==> config.mk <==
export PLATFORM = sky130hd
export DESIGN_NAME = mmio_store_sink
export DESIGN_NICKNAME = d
export VERILOG_FILES = /design/src/rtl/mmio_store_sink.sv
export SDC_FILE = /design/constraint.sdc
export NUM_CORES = 1
export LEC_CHECK = 0
export CAP_MARGIN = 20
export CORE_UTILIZATION = 30
export CTS_BUF_LIST = sky130_fd_sc_hd__clkbuf_16
export CTS_CLUSTER_SIZE = 24
export DETAILED_ROUTE_END_ITERATION = 7
export MAX_ROUTING_LAYER = met4
export PLACE_DENSITY = 0.51
export SLEW_MARGIN = 20
export SYNTH_ARGS = -nofsm -noshare
export SYNTH_HDL_FRONTEND = slang
export SYNTH_SLANG_ARGS = --single-unit
==> constraint.sdc <==
create_clock -name clk -period 6.1 [get_ports clk]
set_input_delay 1.22 -clock clk [delete_from_list [all_inputs] [get_ports clk]]
set_output_delay 1.22 -clock clk [all_outputs]
set_load 0.01 [all_outputs]
==> src/rtl/mmio_store_sink.sv <==
// mmio_store_sink: memory-mapped store sink beside dmem on the MIPS data bus.
//   DATA   (BASE)    : stores are queued into a FIFO, drained via valid/ready.
//   STATUS (BASE+4)  : {overflow, done, full, empty, count}; write bit0=1 clears overflow.
//   DONE   (BASE+8)  : storing DONE_VALUE sets the sticky done flag.
//   CYCLES (BASE+12) : cycle counter, present only with MMIO_STORE_SINK_CYCLES_EN.
// Optional feature macro: MMIO_STORE_SINK_CYCLES_EN.
module mmio_store_sink #(
    parameter int unsigned  N          = 32,
    parameter int unsigned  DEPTH      = 8,
    parameter logic [N-1:0] BASE_ADDR  = 32'h0000_0054,
    parameter logic [N-1:0] DONE_VALUE = 32'h0000_0096
) (
    input  logic         clk,
    input  logic         reset,
    input  logic         memwrite,
    input  logic [N-1:0] dataadr,
    input  logic [N-1:0] writedata,
    output logic [N-1:0] readdata,
    output logic         hit,
    output logic         out_valid,
    output logic [N-1:0] out_data,
    input  logic         out_ready,
    output logic         done,
    output logic         overflow
);
    localparam int unsigned AW = $clog2(DEPTH);
    localparam int unsigned CW = AW + 1;
    localparam logic [N-1:0] STATUS_ADDR = BASE_ADDR + N'(4);
    localparam logic [N-1:0] DONE_ADDR   = BASE_ADDR + N'(8);
    localparam logic [N-1:0] CYCLES_ADDR = BASE_ADDR + N'(12);

    logic [N-1:0]  mem_q [DEPTH];
    logic [N-1:0]  mem_d [DEPTH];
    logic [AW-1:0] rd_ptr_q, rd_ptr_d, wr_ptr_q, wr_ptr_d;
    logic [CW-1:0] count_q, count_d;
    logic          done_q, done_d, overflow_q, overflow_d;
    logic          hit_data, hit_stat, hit_done, hit_cyc;
    logic          empty, full, pop, push_req, push, drop, done_set;
    logic [N-1:0]  status_word, cycles_rd;
    logic          unused_adr_lsb;

    // Byte offset within the word is ignored by the decoder.
    assign unused_adr_lsb = ^dataadr[1:0];

    assign hit_data = (dataadr[N-1:2] == BASE_ADDR[N-1:2]);
    assign hit_stat = (dataadr[N-1:2] == STATUS_ADDR[N-1:2]);
    assign hit_done = (dataadr[N-1:2] == DONE_ADDR[N-1:2]);
    assign hit_cyc  = (dataadr[N-1:2] == CYCLES_ADDR[N-1:2]);
    assign hit      = hit_data | hit_stat | hit_done | hit_cyc;

    assign empty     = (count_q == '0);
    assign full      = (count_q == CW'(DEPTH));
    assign out_valid = ~empty;
    assign out_data  = mem_q[rd_ptr_q];
    assign done      = done_q;
    assign overflow  = overflow_q;

    // A simultaneous pop frees a slot, so a full FIFO still accepts the store.
    assign pop      = out_valid & out_ready;
    assign push_req = memwrite & hit_data;
    assign push     = push_req & (~full | pop);
    assign drop     = push_req & full & ~pop;
    assign done_set = memwrite & hit_done & (writedata == DONE_VALUE);

    // Next-state for FIFO storage, pointers, count and sticky flags.
    always_comb begin
        mem_d    = mem_q;
        rd_ptr_d = rd_ptr_q;
        wr_ptr_d = wr_ptr_q;
        count_d  = count_q;
        if (push) begin
            mem_d[wr_ptr_q] = writedata;
            wr_ptr_d        = wr_ptr_q + AW'(1);
        end
        if (pop) rd_ptr_d = rd_ptr_q + AW'(1);
        if (push && !pop)      count_d = count_q + CW'(1);
        else if (pop && !push) count_d = count_q - CW'(1);
        // A drop in the same cycle as a software clear leaves the flag set.
        overflow_d = overflow_q;
        if (memwrite && hit_stat && writedata[0]) overflow_d = 1'b0;
        if (drop) overflow_d = 1'b1;
        done_d = done_q | done_set;
    end

    // State registers; every entry is cleared so out_data is never X.
    always_ff @(posedge clk or negedge reset) begin
        if (!reset) begin
            for (int i = 0; i < DEPTH; i++) mem_q[i] <= '0;
            rd_ptr_q   <= '0;
            wr_ptr_q   <= '0;
            count_q    <= '0;
            done_q     <= 1'b0;
            overflow_q <= 1'b0;
        end else begin
            mem_q      <= mem_d;
            rd_ptr_q   <= rd_ptr_d;
            wr_ptr_q   <= wr_ptr_d;
            count_q    <= count_d;
            done_q     <= done_d;
            overflow_q <= overflow_d;
        end
    end

`ifdef MMIO_STORE_SINK_CYCLES_EN
    logic [N-1:0] cycles_q, cycles_d;

    // Count run length; stop on (not after) the edge that raises done.
    always_comb begin
        cycles_d = cycles_q;
        if (!done_q && !done_set) cycles_d = cycles_q + N'(1);
    end

    // Cycle counter register.
    always_ff @(posedge clk or negedge reset) begin
        if (!reset) cycles_q <= '0;
        else        cycles_q <= cycles_d;
    end

    assign cycles_rd = cycles_q;
`else
    assign cycles_rd = '0;
`endif

    // STATUS layout and read mux; unmapped addresses read 0 for dmem's mux.
    always_comb begin
        status_word      = '0;
        status_word[7:0] = 8'(count_q);
        status_word[8]   = empty;
        status_word[9]   = full;
        status_word[10]  = done_q;
        status_word[11]  = overflow_q;
        readdata = '0;
        if (hit_data)      readdata = out_data;
        else if (hit_stat) readdata = status_word;
        else if (hit_done) readdata = {{(N-1){1'b0}}, done_q};
        else if (hit_cyc)  readdata = cycles_rd;
    end
endmodule

==> impl_metrics.tcl <==
set metrics [dict create \
    status "finished, final reports clean" \
    worstSetupPathType "in2out" \
    path_max_fanout 13 \
    finalCritPeriodShare 0.8033 \
    worst_pin_slew_ns 0.9606 \
    critPathLaunchType "primary input" \
    worstPathArrival_ns 3.68 \
    r2r_slack_ns 3.31 \
    end_kind "primary output" \
    cts_buffers 30 \
    wire_per_inst_microns 20.87 \
    async_flop_share 1.000 \
    antenna_left 0 \
    cts.clk_slew.worst_paths_ns 0.05 \
    maxCapViolations 0 \
    ys_ff_latch 268 \
    min_period_ns 4.900 \
    die_height_microns 207.4 \
    vias 7408 \
    finalHoldViolCount 0 \
    drtIter0Drc 318 \
    ys_top_cells_by_area "dfrtp_1, mux2_1, mux2_2, mux4_2, nor2b_1" \
    leakagePower_nw 7.268 \
    start_util 0.3071 \
    synth_nets 880 \
    rsz0062_at_grt "false" \
    synthToLayoutAreaGrowth_pct 22.98 \
    grt_pass1_vias 7943 \
    viasPerCell 4.952 \
    numPortBuffers 133 \
    routabilityCongestion 0.7117 \
    syn_area_sq_um 12650 \
    yosys_most_used_dff "dfrtp_1" \
    cts_tree "done" \
    cts_hold_buf 0 \
    layout-drive-gt1-share 0.2897 \
    peakVddDrop_mv 0.2150 \
    rows 74 \
    grt_pass1_wl_microns 49500 \
    setup_viol_count_final 0 \
    yosys.cell_types.count 40 \
    clock-root-buffer "clkbuf_16" \
    cts_buffer_depth 3 \
    dpl_worst_slack_ns 1.148 \
    grt-ovfl-total 0 \
    ys_seq_area_frac 0.5300 \
    ios 136 \
    grt_use_total 0.1530 \
    wirelength_microns 31220 \
    yosys_warnings 0 \
    cts_resized 0 \
    htree_levels 1 \
    ys_top_cells_by_count "dfrtp_1, mux2_1, mux2_2" \
    core_area_sq_um 41200 \
    skew_ns 0.01259 \
    drv_slew 0 \
    die_x_microns 207.4 \
    synth_edf_count 0 \
    route.detailed.drc 0 \
    yosysMostFrequentCell "dfrtp_1" \
    post_cts_buffers 0 \
    yosysTopAreaCellShare 0.5300 \
    p_per_area_nw_per_um2 231.1 \
    synth_area_leader_cell "dfrtp_1" \
    syn_inst 806 \
    setup-tns-final_ns 0 \
    hold_class "reg2reg" \
    grt_max_degree 137 \
    relSlewSlack 0.3548 \
    fin_nets 1015 \
    firstDrtPassIters 4 \
    syn_area_per_cell_sq_um 15.70 \
    cts_sinks 268 \
    hpwlAfterDp_microns 19270 \
    fin_ws_ns 1.200 \
    design.die.area_sq_um 43000 \
    insertion_delay_ns 0.55 \
    cp.required_ns 4.88 \
    fmax_ghz 0.2041 \
    antenna_found_initial 1 \
]
-- registers in the layout (all words and copies together) (netlist names) --
| register | flops |
|---|---|
| overflow | 1 |
| done | 1 |
| rd_ptr_q | 3 |
| count_q | 4 |
| wr_ptr_q | 3 |
| mem_q | 256 |
-- report_power, final --
group,leakage [nW],total (mW),switching [mW],internal (mW)
clock network,0.498,1.70,0.708,0.989
registers,3.73,1.78,0.0000683,1.78
logic,3.05,0.121,0.0760,0.0449
-- path summary, 6_finish.rpt --
path | from | to | cells after the start
hold reg to reg | mem_q[46]$_DFFE_PN0P_ | mem_q[46]$_DFFE_PN0P_ | 1
min in group asynchronous | reset | count_q[1]$_DFFE_PN0P_ | 1
max in group asynchronous | reset | mem_q[72]$_DFFE_PN0P_ | 2
setup reg to reg | count_q[0]$_DFFE_PN0P_ | mem_q[146]$_DFFE_PN0P_ | 5
hold / removal | mem_q[46]$_DFFE_PN0P_ | mem_q[46]$_DFFE_PN0P_ | 1
setup / recovery | dataadr[25] | readdata[0] | 7
-- stage by stage --
stage | std cells | power [mW] | hold slack [ns] | util | instance area (sq um)
final | 1496 | 3.597 | 0.4765 | 0.3777 | 15560
after global routing | 1496 | 3.736 | 0.4904 | 0.3777 | 15560
after CTS | 1495 | 3.650 | 0.4822 | 0.3776 | 15560
after detailed placement | 1441 | 1.935 | 0.4686 | 0.3553 | 14640
after global placement | 1441 | 1.936 | 0.4622 | 0.3553 | 14640
after floorplan | 806 | 1.821 | 0.4524 | - | 12650
-- placed cells by master, fill, tap and decap left out, types with 3 or more instances in the layout --
| cell type | count |
|---|---|
| mux2_2 | 144 |
| inv_1 | 20 |
| buf_12 | 5 |
| ha_1 | 5 |
| nor4_4 | 8 |
| nand2_1 | 7 |
| dfrtp_1 | 265 |
| o21ai_0 | 3 |
| clkdlybuf4s50_1 | 132 |
| clkinv_2 | 4 |
| nor2b_1 | 24 |
| nor3_1 | 3 |
| nor2_1 | 13 |
| xnor2_1 | 6 |
| mux2_1 | 147 |
| nor4_1 | 10 |
| buf_4 | 16 |
| o2111ai_1 | 4 |
| a21oi_1 | 3 |
| clkbuf_16 | 31 |
| nand3_1 | 5 |
| a22oi_1 | 5 |
| mux4_2 | 64 |
| nand2b_1 | 3 |
| clkinv_1 | 5 |
| nor4b_1 | 5 |
-- routing by layer --
| metal | wire, microns | global-route usage |
|---|---|---|
| met4 | 464 | 0.02779 |
| met1 | 15100 | 0.2125 |
| met3 | 756 | 0.01952 |
| met2 | 14900 | 0.2416 |
| met5 | 0 | - |
-- critical path, stage by stage --
cell and delay [ns]:
clkdlybuf4s50_1 0.40, nor4_1 0.31, nand4_1 0.15, buf_4 0.25, or2_2 0.45, nor4b_1 0.29
clkdlybuf4s50_1 0.61
-- layout make-up --
type | count | area, sq um
well taps | 532 | 665.6
fillers | 3906 | 25640
inverters | 8 | 30.03
repair buffers | 154 | 1556
multi-input cells | 479 | 5674
clock buffers | 31 | 775.7
diodes | 1 | 2.502
clock inverters | 23 | 143.9
flip-flops and latches | 268 | 6713
-- logic make-up (layout without fill, tap and decap cells) --
logic type               Yosys count  in the layout  synth area share
buffers and inverters             59            216           0.02363
flip-flops                       268            268            0.5300
other                              0              1                 0
AO/OA/AOI/OAI                     20             20           0.01127
AND/OR/NAND/NOR                   89             89           0.04924
multiplexers                     357            357            0.3745
adder cells (fa/ha/maj)            6              6          0.006526
XOR/XNOR                           7              7          0.004845
No activity file was read; power rests on OpenSTA's default activity.
